## src/rtl/calc_pkg.sv

```systemverilog
// calc_pkg: opcode type and instruction field-width helpers shared by calc_core.
package calc_pkg;

    typedef enum logic [1:0] {
        OP_PUSH = 2'b00,
        OP_ADD  = 2'b01,
        OP_MULT = 2'b10,
        OP_SEND = 2'b11
    } op_t;

    localparam int OP_W = 2;

    // Full instruction width: opcode plus three register-sized fields.
    function automatic int calc_iw(input int raw);
        return OP_W + 3 * raw;
    endfunction

    // Immediate width: the two trailing register fields concatenated.
    function automatic int calc_imw(input int raw);
        return 2 * raw;
    endfunction

endpackage

```

## src/rtl/calc_fifo.sv

```systemverilog
// calc_fifo: SEND output FIFO. Validity is governed by the occupancy counter,
// so reset only clears pointers/count and leaves storage untouched.
module calc_fifo #(
    parameter int DW     = 8,
    parameter int FDEPTH = 4
) (
    input  logic          clk,
    input  logic          rst_n,
    input  logic          push,
    input  logic [DW-1:0] push_data,
    input  logic          pop,
    output logic [DW-1:0] head,
    output logic          full,
    output logic          empty
);

    localparam int PW = $clog2(FDEPTH);
    localparam int CW = $clog2(FDEPTH) + 1;

    logic [DW-1:0] mem [FDEPTH];
    logic [PW-1:0] wr_ptr;
    logic [PW-1:0] rd_ptr;
    logic [CW-1:0] count;
    logic          do_push;
    logic          do_pop;

    assign full    = (count == CW'(FDEPTH));
    assign empty   = (count == '0);
    assign do_push = push && !full;
    assign do_pop  = pop && !empty;
    assign head    = mem[rd_ptr];

    // Storage write at the tail; a full FIFO never overwrites the head.
    always_ff @(posedge clk) begin
        if (do_push) begin
            mem[wr_ptr] <= push_data;
        end
    end

    // Pointers wrap naturally (power-of-two depth); count tracks push/pop balance.
    always_ff @(posedge clk) begin
        if (!rst_n) begin
            wr_ptr <= '0;
            rd_ptr <= '0;
            count  <= '0;
        end else begin
            if (do_push) begin
                wr_ptr <= wr_ptr + 1'b1;
            end
            if (do_pop) begin
                rd_ptr <= rd_ptr + 1'b1;
            end
            case ({do_push, do_pop})
                2'b10:   count <= count + 1'b1;
                2'b01:   count <= count - 1'b1;
                default: ;
            endcase
        end
    end

endmodule

```

## src/rtl/calc_core.sv

```systemverilog
// calc_core: small register machine (PUSH/ADD/MULT/SEND) whose SEND results
// leave through a FIFO towards a serialiser.
// Optional feature macro CALC_CORE_SAT_EN: ADD/MULT clamp to all-ones on overflow
// instead of wrapping.
module calc_core
    import calc_pkg::*;
#(
    parameter  int NREG   = 4,
    parameter  int DW     = 8,
    parameter  int FDEPTH = 4,
    localparam int RAW    = $clog2(NREG),
    localparam int IW     = calc_iw(RAW),
    localparam int IMW    = calc_imw(RAW)
) (
    input  logic          clk,
    input  logic          rst_n,
    input  logic [IW-1:0] inst_wd,
    input  logic          inst_vld,
    output logic          inst_rdy,
    output logic [DW-1:0] tx_data,
    output logic          tx_vld,
    input  logic          tx_rdy,
    output logic          ovf,
    output logic [15:0]   inst_cnt
);

    logic [DW-1:0]   regs [NREG];
    op_t             op;
    logic [RAW-1:0]  ra;
    logic [RAW-1:0]  f1;
    logic [RAW-1:0]  f2;
    logic [IMW-1:0]  imm;
    logic [DW-1:0]   imm_dw;
    logic [DW-1:0]   opa;
    logic [DW-1:0]   opb;
    logic [DW:0]     sum_wide;
    logic [2*DW-1:0] prod_wide;
    logic [DW-1:0]   alu_wrap;
    logic [DW-1:0]   alu_result;
    logic            alu_ovf;
    logic            exec;
    logic            fifo_full;
    logic            fifo_empty;
    logic            fifo_push;
    logic            fifo_pop;

    assign op     = op_t'(inst_wd[IW-1 -: OP_W]);
    assign ra     = inst_wd[3*RAW-1 -: RAW];
    assign f1     = inst_wd[2*RAW-1 -: RAW];
    assign f2     = inst_wd[RAW-1:0];
    assign imm    = {f1, f2};
    assign imm_dw = DW'(imm);
    assign opa    = regs[ra];
    assign opb    = regs[f1];

    // Ready depends only on registered FIFO state, so a stalled producer
    // simply holds its instruction until space appears.
    assign inst_rdy  = !fifo_full;
    assign exec      = inst_vld && inst_rdy;
    assign fifo_push = exec && (op == OP_SEND);
    assign tx_vld    = !fifo_empty;
    assign fifo_pop  = tx_vld && tx_rdy;

    // Full-width arithmetic so overflow is read straight off the carry/high half.
    always_comb begin
        sum_wide  = {1'b0, opa} + {1'b0, opb};
        prod_wide = {{DW{1'b0}}, opa} * {{DW{1'b0}}, opb};
        if (op == OP_MULT) begin
            alu_ovf  = |prod_wide[2*DW-1:DW];
            alu_wrap = prod_wide[DW-1:0];
        end else begin
            alu_ovf  = sum_wide[DW];
            alu_wrap = sum_wide[DW-1:0];
        end
`ifdef CALC_CORE_SAT_EN
        alu_result = alu_ovf ? {DW{1'b1}} : alu_wrap;
`else
        alu_result = alu_wrap;
`endif
    end

    // Register file write-back; new values are visible to the next instruction.
    always_ff @(posedge clk) begin
        if (!rst_n) begin
            for (int i = 0; i < NREG; i++) begin
                regs[i] <= '0;
            end
        end else if (exec) begin
            case (op)
                OP_PUSH:         regs[ra] <= imm_dw;
                OP_ADD, OP_MULT: regs[f2] <= alu_result;
                default:         ;
            endcase
        end
    end

    // Sticky overflow flag and executed-instruction counter.
    always_ff @(posedge clk) begin
        if (!rst_n) begin
            ovf      <= 1'b0;
            inst_cnt <= '0;
        end else if (exec) begin
            inst_cnt <= inst_cnt + 16'd1;
            if (((op == OP_ADD) || (op == OP_MULT)) && alu_ovf) begin
                ovf <= 1'b1;
            end
        end
    end

    calc_fifo #(
        .DW    (DW),
        .FDEPTH(FDEPTH)
    ) u_fifo (
        .clk      (clk),
        .rst_n    (rst_n),
        .push     (fifo_push),
        .push_data(opa),
        .pop      (fifo_pop),
        .head     (tx_data),
        .full     (fifo_full),
        .empty    (fifo_empty)
    );

endmodule

```

## config.mk

```make
export PLATFORM = sky130hd
export DESIGN_NAME = calc_core
export DESIGN_NICKNAME = d
export VERILOG_FILES = /design/src/rtl/calc_pkg.sv /design/src/rtl/calc_fifo.sv /design/src/rtl/calc_core.sv
export SDC_FILE = /design/constraint.sdc
export NUM_CORES = 1
export LEC_CHECK = 0
export ABC_AREA = 1
export CORE_ASPECT_RATIO = 1.25
export CORE_MARGIN = 4
export CORE_UTILIZATION = 55
export CTS_CLUSTER_DIAMETER = 80
export DETAILED_ROUTE_END_ITERATION = 6
export PLACE_DENSITY = 0.75
export REMOVE_ABC_BUFFERS = 1
export SLEW_MARGIN = 25
export SYNTH_ARGS = -nofsm -noshare
export SYNTH_HDL_FRONTEND = slang
export SYNTH_HIERARCHICAL = 1
export SYNTH_SLANG_ARGS = --single-unit
export TNS_END_PERCENT = 100
```

## constraint.sdc

```tcl
create_clock -name clk -period 4.8 [get_ports clk]
set_input_delay 0.72 -clock clk [delete_from_list [all_inputs] [get_ports clk]]
set_output_delay 0.72 -clock clk [all_outputs]
set_load 0.01 [all_outputs]
```

# After elaboration in Yosys (flattened, before gate mapping)
# Memories as Yosys holds them, arrays and structs flattened. A register that Yosys moved wholly into a read port is not among the register bits.
# Index checks and enable logic that the tools add are counted.
classes:
  n_mul: 1
  n_mux: 22
  n_eq_ne: 6
  reduce_logical: 17
  add_sub_neg: 6
op_table:
  columns: ["operator", "count"]
  rows:
  - ["$mux W8", 3]
  - ["$reduce_or A8 Y1", 3]
  - ["$add A16 B1 Y16 const B", 1]
  - ["$mul A8 B8 Y16", 1]
  - ["$mux W1", 14]
  - ["$add A8 B8 Y9", 1]
  - ["$mux W2", 4]
  - ["$eq A2 B2 Y1 const B", 3]
  - ["$logic_and A1 B1 Y1", 6]
  - ["$pmux W3 S2", 1]
  - ["$add A2 B1 Y2 const B", 2]
  - ["$eq A2 B1 Y1 const B", 2]
  - ["$add A3 B1 Y3 const B", 1]
  - ["$eq A3 B3 Y1 const B", 1]
  - ["$logic_not A3 Y1", 1]
  - ["$sub A3 B1 Y3 const B", 1]
  - ["$logic_not A1 Y1", 2]
  - ["$logic_not A2 Y1", 1]
  - ["$reduce_and A2 Y1", 1]
  - ["$reduce_bool A2 Y1", 1]
  - ["$reduce_or A2 Y1", 1]
  - ["$logic_or A1 B1 Y1", 1]
totals:
  ram_bits: 64
  output_inout_bits: 27
  elab_cells: 59
  in_bits: 12
  regBits: 24
  n_memories: 2
mem_list:
  columns: ["memory", "depth", "width", "rd", "rd_ports_with_merged_regs", "wr", "line_no", "rtl"]
  rows:
  - ["regs", 4, 8, 2, 0, 4, "calc_core.sv:27", "logic [DW-1:0] regs [NREG];"]
  - ["u_fifo.mem", 4, 8, 1, 1, 1, "calc_fifo.sv:20", "logic [DW-1:0] mem [FDEPTH];"]

# Depth between registers and ports, before layout
# Gate-level depths: netlist (run 1).
logic_depth:
  ltp_word: 9
  depth_mapped: 26
  mapped_depth_nobuf: 26

# Hierarchy
# Netlist (run 1), hierarchy kept.
modules_own_cells:
  columns: ["mod", "cells_per_inst", "area_per_inst_um2", "seq_area_each_um2", "n_inst"]
  rows:
  - ["calc_core", 729, 5307.6, 1301.2, 1]
  - ["calc_fifo", 146, 1691.6, 1141.1, 1]

# Worst setup path after synthesis (run 1)
# Ideal clock, no wire load.
synth_timing:
  path_type: "input port to flip-flop"
  from: "input port inst_wd[4]"
  to: "register ovf"
  n_path_buf: 2
  arrival_time_ps: 4998
  setup_slack_ps: -322
  required_time_ps: 4676
  setup_ps: 124
  path_stages: 25
  cell_sequence: "buf_2 -> buf_2 -> nor2_1 -> inv_1 -> a32oi_1 -> inv_1 -> nor2_1 -> fa_1 -> inv_1 -> fa_1 -> fa_1 -> fa_1 -> inv_1 -> ha_1 -> nand2_1 -> nor2_1 -> nand3_1 -> nand3_1 -> nand2_1 -> nor2_1 -> nand2_1 -> nor2_1 -> nand3_1 -> nand2_1 -> a21oi_1"
synth_between:
  elab_chain_len: 6
  elab_cells_between_ends: 7
  cone_classes: "1 x add/sub; 1 x mul; 1 x mux; 3 x reduce/logical; 1 x memory"
synth_rtl:
  columns: ["item", "line_no", "rtl"]
  rows:
  - ["from (decl)", "calc_core.sv:17", "input logic [IW-1:0] inst_wd,"]
  - ["$mem_v2 Z4 W8 *", null, null]
  - ["via opa[5]", "calc_core.sv:34", "logic [DW-1:0] opa;"]
  - ["$mul A8 B8 Y16", "calc_core.sv:67", "prod_wide = {{DW{1'b0}}, opa} * {{DW{1'b0}}, opb};"]
  - ["$reduce_or A8 Y1", "calc_core.sv:69", "alu_ovf = |prod_wide[2*DW-1:DW];"]
  - ["$mux W1 *", "calc_core.sv:68", "if (op == OP_MULT) begin"]
  - ["$logic_and A1 B1 Y1 *", "calc_core.sv:104", "if (((op == OP_ADD) || (op == OP_MULT)) && alu_ovf) begin"]
  - ["$reduce_and A2 Y1 (no line) *", null, null]
  - ["to (signal assigned)", "calc_core.sv:100", "ovf <= 1'b0;"]
  - ["to (signal assigned)", "calc_core.sv:105", "ovf <= 1'b1;"]
  - ["to (decl)", "calc_core.sv:23", "output logic ovf,"]
# Mark *: on every way through the listed nets, which the timed path passes. The rest lies on a longest branch.
# A chain may end at the register's enable or synchronous reset.

# Worst setup path in the final report (run 1)
# Ends and elaborated chain as after synthesis.

==> key figures, run 1 <==
Floorplanning
  – Die Y: about 130 µm
  – Io pins: 39
  – Die W: 108.9 µm
  – Rows: 45
  – Core area: 12330 µm²
  – Die ar.: 14610 µm²
  – Starting Density: a little under three fifths

Setup path
  – CP Class: primary input to register
  – Largest fanout on the critical path: 9
  – Worst Path Required: slightly above 5 ns
  – Crit-path max cell delay: between 0.5 and 0.6 ns
  – Startpoint class of the critical path: primary input
  – Most common cell on crit path: fa_1
  – WP data arrival: roughly 5.1 ns
  – Endpoint class of the critical path: register
  – Slowest cell on crit path: fa_1

Clocking
  – CTS H-tree depth: 3
  – Clock buffer depth: 2
  – CTS tree: built
  – Total CTS buffers: 9
  – Cell chosen for the clock root: clkbuf_16
  – CTS clock-pin slew for the worst setup and hold paths: 0.06 ns
  – CTS sink count: 90
  – Clk_lat worst skew: 0.35 ns

Yosys
  – Post-synth ARST share: 0%
  – Synthesized area: about 7000 µm²
  – Distinct cells, synth: 42
  – FF+latch count, synth: 90
  – Sequential cell area fraction in the yosys report: 34.89%
  – Avg Inst Size Synth: around 8 µm²
  – Synth Instances: approximately 880
  – Primary FF master, synth: edfxtp_1
  – Synth warnings: 6
  – Number of synthesized flops with an enable pin: 64

STA
  – Worst-case clock skew: between 0.01 and 0.015 ns
  – Fin crit share: 100.8%
  – PnR worst setup slack: -0.03901 ns
  – Final Setup Violations: 1
  – Final setup TNS: -0.03901 ns
  – RSZ-0062 raised after global routing: yes
  – Fmax: 206.7 MHz
  – Hold Vio Cnt, Final: 0
  – Rel. slew slack: between 40% and 50%
  – Fin. max-slew vios: 0
  – Worst Tran Pin Value: slightly below 0.8 ns
  – Min cycle time layout: 4.839 ns

Drt
  – DRT iter0 DRCs: just under 800
  – Post-Route WL: between 15 and 20 mm
  – Total iterations of the first detailed-routing run: 6
  – Vias: 6596
  – Vias per Instance: 5.534
  – DR WL/cell: roughly 16 µm
  – Antenna violation net count after detailed routing: 0
  – Remaining DRCs: 0

Placed design
  – Dpl cells: between 1k and 1.5k
  – Placer Congestion: roughly 0.9
  – DP Worst Slack: -0.9833 ns
  – DP Wirelength: approximately 13 mm
  – Port Buf Inserts: 38

Power and ir drop
  – Combinational share of power: approximately three fifths
  – Max VDD drop: 0.0002681 V
  – Sw frac: 41.09%
  – Total power: ~0.0037 W
  – Cell Pwr Density: around 410 nW/µm²
  – Static Leak: between 4 and 5 nW
  – Clk pwr share: between 10% and 20%
  – Switching pwr: around 0.0015 W
  – P_int: roughly 0.0022 W
  – Seq pwr share: a little under a quarter

Finish
  – Cell Count, Final, Fillers Out: 1192
  – Total of fill cells in the finished design: a little under 800
  – Commonest cells after routing, fill and taps aside: inv_1, nand2_1, nor2_1, buf_4, edfxtp_1
  – Share of layout cells above drive strength 1: approximately 25%
  – Commonest non-fill, non-tap cell in the layout: inv_1
  – Diode count: 0
  – Layout Area Growth over Synthesis: 31.50%
  – Final net count: 1126

Global routing
  – Initial antenna violation count: 1
  – First-pass GRT wire length: 28.90 mm
  – All-Layer GR Usage: 25.03%
  – Largest net degree at the start of global routing: 18
  – Total congestion overflow: 0
  – Vias in the first global route: roughly 6.3k

Outcome
  – Status: finished with violations
  – Violated checks: setup timing

Worst hold path
  – HP Class: register to register

Flow run
  – Max-Cap Viols: 0
## per-stage QoR
| stage | hold slack [ns] | area [µm²] | util [%] |
|---|---|---|---|
| after floorplan | 0.4622 | 6920 | - |
| after global placement | 0.4634 | 8149 | 66.09 |
| after detailed placement | 0.4811 | 8149 | 66.09 |
| after CTS | 0.4919 | 8793 | 71.31 |
| after global routing | 0.5269 | 9204 | 74.64 |
| final | 0.4884 | 9204 | 74.64 |
## registers in the layout, summed over array words and instances, names as in the netlist, named ones only
| name | cells |
|---|---|
| regs | 32 |
| u_fifo/mem | 32 |
| inst_cnt | 16 |
| u_fifo/count | 3 |
| u_fifo/rd_ptr | 2 |
| u_fifo/wr_ptr | 2 |
| ovf | 1 |
## synthesized netlist by cell type, types with 13 or more instances
cell,count,share of area (%)
nand3_1,31,2.2
nand2_1,170,9.1
edfxtp_1,64,27
nor2_1,129,6.9
fa_1,38,11
ha_1,53,9.5
o21ai_0,18,1.3
a21oi_1,47,3.4
a32oi_1,16,2.0
inv_2,13,0.70
inv_1,174,9.3
dfxtp_1,26,7.4
## worst max-delay path: cells and delay by family
family          cells  cell delay [ns]
fa+ha+maj           6             2.41
compound gates      2             0.22
buf+inv             8             0.81
simple gates       10             0.90
## final timing paths
| check | from | endpoint | slack, ns | cells after the start |
|---|---|---|---|---|
| hold / removal | inst_cnt[15]$_SDFFE_PN0P_ | inst_cnt[15]$_SDFFE_PN0P_ | 0.49 | 1 |
| setup / recovery | inst_wd[4] | ovf$_SDFFE_PN0P_ | -0.04 | 26 |
| hold reg to reg | inst_cnt[15]$_SDFFE_PN0P_ | inst_cnt[15]$_SDFFE_PN0P_ | 0.49 | 1 |
| setup reg to reg | regs[0][2]$_SDFFCE_PN0P_ | ovf$_SDFFE_PN0P_ | 0.16 | 24 |
## routing by layer
metal  wire length (µm)  GRT usage (%)  vias up
met5                  0              0        -
met4                930          8.772        0
met3               1490          5.441       82
met2               9821          44.19      350
met1               7378          29.66     3078
li1                   -              -     3086
## power by group through the flow
stage	logic, W	clock network (W)	registers, W
after CTS	0.00186	0.000672	0.000885
after detailed placement	0.00153	0	0.000902
after global routing	0.00236	0.000706	0.000890
after floorplan	0.000969	0	0.000898
after global placement	0.00152	0	0.000901
final	0.00218	0.000668	0.000888
## cell type report
| class | instances | area [µm²] | area share (%) |
|---|---|---|---|
| clock inverter | 5 | 37.54 | 0.4078 |
| timing repair inverter | 1 | 7.507 | 0.08157 |
| multi-input combinational | 582 | 4210 | 45.74 |
| tap | 164 | 205.2 | 2.229 |
| clock buffer | 11 | 242.7 | 2.637 |
| sequential | 90 | 2442 | 26.54 |
| inverter | 190 | 733.2 | 7.966 |
| timing repair buffer | 149 | 1325 | 14.40 |
## timing repair
item,in CTS,in global routing
gates cloned,1,2
hold buffers,0,0
buffers inserted,11,14
gates resized for setup,62,93
setup endpoints to repair,16,13
pin swaps,41,46
## logic make-up (layout without fill, tap and decap cells)
family,Yosys count,after routing,share of synthesized area (%)
flops,90,90,34.89
compound gates,113,113,9.850
simple gates,368,368,22.27
fa+ha+maj,91,91,20.34
buf+inv,203,356,11.39
xor+xnor,10,10,1.251
(Power assumes the default switching activity.)
==> run 2: changes to the inputs <==
--- a/config.mk
+++ b/config.mk
@@ -5,13 +5,14 @@
 export SDC_FILE = /design/constraint.sdc
 export NUM_CORES = 1
 export LEC_CHECK = 0
-export ABC_AREA = 1
+export ABC_AREA = 0
+export CAP_MARGIN = 20
 export CORE_ASPECT_RATIO = 1.25
 export CORE_MARGIN = 4
 export CORE_UTILIZATION = 55
 export CTS_CLUSTER_DIAMETER = 80
 export DETAILED_ROUTE_END_ITERATION = 6
-export PLACE_DENSITY = 0.75
+export PLACE_DENSITY = 0.88
 export REMOVE_ABC_BUFFERS = 1
 export SLEW_MARGIN = 25
 export SYNTH_ARGS = -nofsm -noshare
==> key figures, run 2 <==
Finish
  – Finished Core Util: 71.74%
  – Multi-input gate area: a little over 4000 µm²
  – Diode count: 0
  – Register Area: between 2000 and 2500 µm²
  – Commonest cells after routing, fill and taps aside: inv_1, buf_4, edfxtp_1, nor2_1, nand2_1
  – Total of fill cells in the finished design: 740
  – Share of layout cells above drive strength 1: around a quarter
  – Commonest non-fill, non-tap cell in the layout: inv_1
  – Layout Area Growth over Synthesis: 27.06%
  – Final net count: approximately 830
  – Largest regs: regs (32), u_fifo/mem (32), inst_cnt (16)

Flow run
  – Max-Cap Viols: 0

Power and ir drop
  – Seq pwr share: between 30% and 40%
  – Clk pwr share: 26.5%
  – Max VDD drop: 0.0002902 V
  – Static Leak: around 3.4 nW
  – Switching pwr: around 0.00099 W
  – Combinational share of power: between 40% and 50%
  – Cell Pwr Density: 338.7 nW/µm²
  – Sw frac: 34.90%
  – P_int: roughly 0.0018 W

STA
  – Fin. max-slew vios: 0
  – Min cycle time layout: about 5 ns
  – PnR worst setup slack: -0.2363 ns
  – Rel. slew slack: around 43%
  – Worst-case clock skew: 0.009783 ns
  – Fmax: 198.6 MHz
  – Hold Vio Cnt, Final: 0
  – Fin crit share: 104.9%
  – Final setup TNS: -0.5723 ns
  – Worst Tran Pin Value: between 0.8 and 0.9 ns
  – RSZ-0062 raised after global routing: yes
  – Final Setup Violations: 5

Clocking
  – Cell chosen for the clock root: clkbuf_16
  – CTS clock-pin slew for the worst setup and hold paths: approximately 0.07 ns
  – CTS sink count: 90
  – Clk_lat worst skew: approximately 0.35 ns
  – CTS H-tree depth: 3
  – Total CTS buffers: 9
  – Post-CTS Hold Buffers: 0
  – Clock buffer depth: 2
  – CTS tree: built

Floorplanning
  – Core area: about 12000 µm²
  – Rows: 44
  – Die W: roughly 110 µm
  – Starting Density: a little under three fifths
  – Die Y: about 130 µm
  – Die ar.: 13810 µm²
  – Io pins: 39

Global routing
  – All-Layer GR Usage: approximately a quarter
  – Vias in the first global route: 5743
  – First-pass GRT wire length: about 28 mm
  – Initial antenna violation count: 0
  – Total congestion overflow: 0
  – Largest net degree at the start of global routing: 19

Yosys
  – Synth area leader: edfxtp_1
  – Post-synth top area share: approximately 29%
  – FF+latch count, synth: 90
  – Synth top cells by count: inv_1, edfxtp_1, nor2_1
  – Sequential cell area fraction in the yosys report: 37.06%
  – Number of synthesized flops with an enable pin: 64
  – Count leader, synth: inv_1
  – Synth warnings: 6
  – Synth Instances: between 600 and 700
  – Primary FF master, synth: edfxtp_1
  – Avg Inst Size Synth: between 10 and 15 µm²
  – Synthesized area: ~6600 µm²
  – Most area-consuming cells after synthesis: edfxtp_1, fa_1, ha_1, mux4_2, dfxtp_1
  – Post-synth ARST share: 0%
  – Distinct cells, synth: 60

Placed design
  – Port Buf Inserts: 38
  – Placer Congestion: 0.9336
  – DP Wirelength: 12.41 mm

Setup path
  – Worst path bufs/invs: 7
  – Endpoint class of the critical path: register
  – Worst Path Required: between 5 and 6 ns
  – Startpoint class of the critical path: primary input
  – Delay-heaviest family, CP: adder cells
  – Slowest cell on crit path: mux4_2
  – Crit-path max cell delay: a little over 0.6 ns
  – Most common cell on crit path: fa_1
  – WP data arrival: between 5 and 6 ns
  – Cells along the critical path: buf_8 -> buf_8 -> mux4_2 -> buf_4 -> nand2_1 -> fa_1 -> inv_1 -> fa_1 -> inv_1 -> fa_1 -> fa_1 -> inv_1 -> ha_4 -> a211oi_2 -> buf_4 -> o21a_1 -> o31ai_2 -> a21oi_1 -> xnor2_1 -> nor4_1 -> a31oi_1
  – Largest fanout on the critical path: 7
  – CP Class: primary input to register

Outcome
  – Status: finished with violations
  – Violated checks: setup timing

Drt
  – Vias per Instance: around 6.0
  – Vias: between 5k and 6k
  – DR WL/cell: slightly above 20 µm
  – Total iterations of the first detailed-routing run: 6
  – Remaining DRCs: 0
  – Antenna violation net count after detailed routing: 0
  – DRT iter0 DRCs: approximately 340
  – Post-Route WL: 18.15 mm

Worst hold path
  – HP Class: register to register
## run 2: cell count changes after synthesis, moves of 6 or more
cell     delta
nand3_1    -25
and2_1     +41
or3_1       +6
xor2_1      +7
nand2_1   -116
xnor2_1     +7
inv_2      -11
a32oi_1    -16
nor2_1     -72
nor2b_1     +9
mux4_2     +24
a21oi_1    -26
nor2_2      -9
inv_1      -92
## run 2: final timing paths
path | startpoint | to | slack (ns) | depth (start not counted)
worst max register to register | regs[0][4]$_SDFFCE_PN0P_ | ovf$_SDFFE_PN0P_ | -0.14 | 20
worst min register to register | u_fifo/rd_ptr[1]$_SDFFE_PN0P_ | u_fifo/rd_ptr[1]$_SDFFE_PN0P_ | 0.51 | 2
worst max-delay path | inst_wd[4] | ovf$_SDFFE_PN0P_ | -0.24 | 21
worst min-delay path | u_fifo/rd_ptr[1]$_SDFFE_PN0P_ | u_fifo/rd_ptr[1]$_SDFFE_PN0P_ | 0.51 | 2
## run 2: through the flow
stage | area [µm²] | worst slack (ns) | power (W) | std cells | hold WS [ns]
final | 8373 | -0.2363 | 0.002836 | 897 | 0.5095
after floorplan | 6506 | -0.4803 | 0.001451 | 603 | 0.4560
after detailed placement | 7569 | -1.264 | 0.001788 | 866 | 0.5021
after global routing | 8373 | -0.4118 | 0.002970 | 897 | 0.5600
after CTS | 8192 | -0.06252 | 0.002692 | 891 | 0.5120
after global placement | 7569 | -1.120 | 0.001739 | 866 | 0.4693
## run 2: what timing repair did
action / CTS / global route
setup endpoints to repair: 17 / 13
buffers inserted: 9 / 6
pin swaps: 27 / 33
resized for setup: 66 / 39
## run 2: cell type report
class,instances,area share (%)
Multi-Input combinational cell,428,48.51
Clock buffer,9,2.690
Inverter,85,3.811
Tap cell,161,2.406
Sequential cell,90,29.17
Clock inverter,7,1.121
Timing Repair Buffer,117,12.30
## run 2: power groups by stage
stage	clock network, W	registers, W	logic, W
floorplan	0	0.000889	0.000562
global placement	0	0.000891	0.000847
detailed placement	0	0.000894	0.000894
CTS	0.000757	0.000877	0.00106
global route	0.000790	0.000881	0.00130
finish	0.000753	0.000879	0.00120
## run 2: per-layer routing
layer | routed length (µm) | up-vias | global-route usage (%)
li1 | - | 2351 | -
met1 | 6260 | 2623 | 26.15
met2 | 9585 | 319 | 47.75
met3 | 1132 | 113 | 5.258
met4 | 1171 | 0 | 16.31
met5 | 0 | - | 0
## run 2: kinds of logic after synthesis
logic type | share of synthesized area (%)
mux | 8.980
flops | 37.06
xor+xnor | 3.190
simple gates | 15.70
buf+inv | 6.114
compound gates | 7.347
fa+ha+maj | 21.61
## run 2: tightest hold or removal path: stages, from the launching register on
cell	delay (ns)
dfxtp_1	0.31
o21ai_0	0.06
a21boi_1	0.09
==> run 3: changes to the inputs <==
--- a/config.mk
+++ b/config.mk
@@ -12,8 +12,9 @@
 export CORE_UTILIZATION = 55
 export CTS_CLUSTER_DIAMETER = 80
 export DETAILED_ROUTE_END_ITERATION = 6
-export PLACE_DENSITY = 0.88
+export PLACE_DENSITY = 0.81
 export REMOVE_ABC_BUFFERS = 1
+export SKIP_LAST_GASP = 1
 export SLEW_MARGIN = 25
 export SYNTH_ARGS = -nofsm -noshare
 export SYNTH_HDL_FRONTEND = slang
==> constraint.sdc (replaced) <==
create_clock -name clk -period 4.8 [get_ports clk]
set_input_delay 0.96 -clock clk [delete_from_list [all_inputs] [get_ports clk]]
set_output_delay 0.96 -clock clk [all_outputs]
set_load 0.01 [all_outputs]
==> key figures, run 3 (synthesized netlist as in run 2, its figures left out) <==
Outcome
  – Status: finished with violations
  – Violated checks: setup timing

Setup path
  – WP data arrival: ~5.4 ns
  – CP Class: primary input to register
  – Worst Path Required: between 5 and 6 ns
  – Reg-to-reg slack, setup: -0.07 ns
  – Endpoint class of the critical path: register
  – Critical Path Sink: ovf$_SDFFE_PN0P_
  – Startpoint class of the critical path: primary input
  – Largest fanout on the critical path: 6
  – R2R depth: 17
  – Crit path from: inst_wd[4]
  – Critical R2R Capture: ovf$_SDFFE_PN0P_
  – Worst R2R Start: regs[0][4]$_SDFFCE_PN0P_

STA
  – PnR worst setup slack: -0.4218 ns
  – RSZ-0062 raised after global routing: yes
  – Worst Tran Pin Value: slightly above 0.7 ns
  – Fin crit share: 108.8%
  – Hold Vio Cnt, Final: 0
  – Rel. slew slack: 51.97%
  – Final setup TNS: -1.222 ns
  – Fmax: around 190 MHz
  – Hold slack: approximately 0.49 ns
  – Min cycle time layout: around 5.2 ns
  – Fin. max-slew vios: 0
  – Final Setup Violations: 10
  – Worst-case clock skew: 0.01119 ns

Finish
  – Final net count: 845
  – Design area: between 8000 and 9000 µm²
  – Commonest cells after routing, fill and taps aside: inv_1, buf_4, edfxtp_1, nor2_1, nand2_1
  – Layout Area Growth over Synthesis: 30.07%
  – Diode count: 0
  – Share of layout cells above drive strength 1: approximately 30%
  – Largest regs: regs (32), u_fifo/mem (32), inst_cnt (16)

Placed design
  – Placed inst area: 7561 µm²
  – DP Wirelength: ~12 mm
  – Port Buf Inserts: 38
  – Placer Congestion: 0.8706

Power and ir drop
  – Cell Pwr Density: between 300 and 400 nW/µm²
  – Static Leak: 3.482 nW
  – Max VDD drop: roughly 0.00033 V
  – Total power: 0.002802 W

Drt
  – Total iterations of the first detailed-routing run: 7
  – Vias per Instance: slightly below 6
  – DRT iter0 DRCs: between 300 and 400
  – Vias: 5379
  – Post-Route WL: around 18 mm
  – DR WL/cell: 19.82 µm
  – Antenna violation net count after detailed routing: 0
  – Remaining DRCs: 0

Clocking
  – Clk_lat worst skew: between 0.3 and 0.4 ns
  – CTS H-tree depth: 3
  – Cell chosen for the clock root: clkbuf_16
  – Clock buffer depth: 2
  – CTS tree: built
  – CTS sink count: 90
  – CTS clock-pin slew for the worst setup and hold paths: roughly 0.07 ns
  – Total CTS buffers: 9
  – Post-CTS Hold Buffers: 0

Floorplanning
  – Die ar.: approximately 14000 µm²
  – Starting Density: 56.46%
  – Die W: about 110 µm
  – Rows: 44
  – Core area: about 12000 µm²
  – Io pins: 39
  – Die Y: around 130 µm

Global routing
  – Met1 usage: between 20% and 30%
  – Total congestion overflow: 0
  – All-Layer GR Usage: around 26%
  – Global routing's busiest layer: met2
  – Met2 Track Usage GR: 47.18%
  – GR Layer Usage met3: under 10%
  – Largest net degree at the start of global routing: 19
  – First-pass GRT wire length: about 28 mm
  – Vias in the first global route: 5827
  – Initial antenna violation count: 0

Flow run
  – Max-Cap Viols: 0

Worst hold path
  – Worst Hold Launch: u_fifo/rd_ptr[1]$_SDFFE_PN0P_
  – HP Class: register to register
[run 3: cell types whose count changed in the layout (fill, tap and decap cells not counted), moves of 4 or more]
cell    change
inv_1       -6
buf_4       +6
ha_1        -7
ha_4        +5
and2_4      +4
and2_1      -4
buf_6       +6
inv_2       +6
[run 3: repair_timing]
item / CTS / global route
gates resized for setup: 105 / 38
endpoints found under the setup margin: 20 / 13
pin swaps: 54 / 29
buffers inserted: 20 / 9
endpoints found under the hold margin: 0 / 0
gates cloned: 0 / 0
[run 3: layout make-up]
type / count / area (µm²)
inverter: 85 / 319.1
tap: 161 / 201.4
clock inverter: 7 / 58.81
clock buffer: 9 / 225.2
fill: 706 / 3099
timing repair buffer: 128 / 1127
sequential: 90 / 2442
multi-input combinational: 428 / 4198
[run 3: power by group]
group	total [W]	internal (W)	switching, W
logic	0.00125	0.000600	0.000652
registers	0.000880	0.000862	0.0000174
clock network	0.000671	0.000360	0.000311
total	0.00280	0.00182	0.000980
[run 3: through the flow]
step	util, %	cells	setup slack (ns)
after floorplan	-	603	-0.7203
after global placement	64.78	865	-1.318
after detailed placement	64.78	865	-1.460
after CTS	71.58	901	-0.2442
after global routing	73.45	908	-0.5409
final	73.45	908	-0.4218
[run 3: routing by layer]
layer | up-vias | part of all wire (%)
met4 | 0 | 7.2
met2 | 323 | 52
li1 | 2368 | -
met3 | 117 | 6.5
met1 | 2571 | 34
met5 | - | 0
[run 3: worst max-delay path, stage by stage]
cell and delay [ns]:
buf_8 0.09, buf_6 0.12, mux4_2 0.61, and2_4 0.20
fa_2 0.53, inv_1 0.06, fa_2 0.56, inv_1 0.06
fa_2 0.60, ha_4 0.15, ha_4 0.16, nor2b_4 0.04
nor2b_1 0.13, or4_4 0.48, a221oi_2 0.19, nand4_1 0.18
nor3_2 0.22, a31oi_1 0.10
[run 3: worst min path at each step]
stage                                               end  slack, ns  cells after the start
final                     u_fifo/rd_ptr[1]$_SDFFE_PN0P_       0.49                      2
after floorplan                                register       0.46                      2
after global routing      u_fifo/rd_ptr[1]$_SDFFE_PN0P_       0.51                      2
after global placement    u_fifo/rd_ptr[1]$_SDFFE_PN0P_       0.47                      2
after detailed placement                       register       0.49                      2
after CTS                 u_fifo/rd_ptr[1]$_SDFFE_PN0P_       0.50                      2
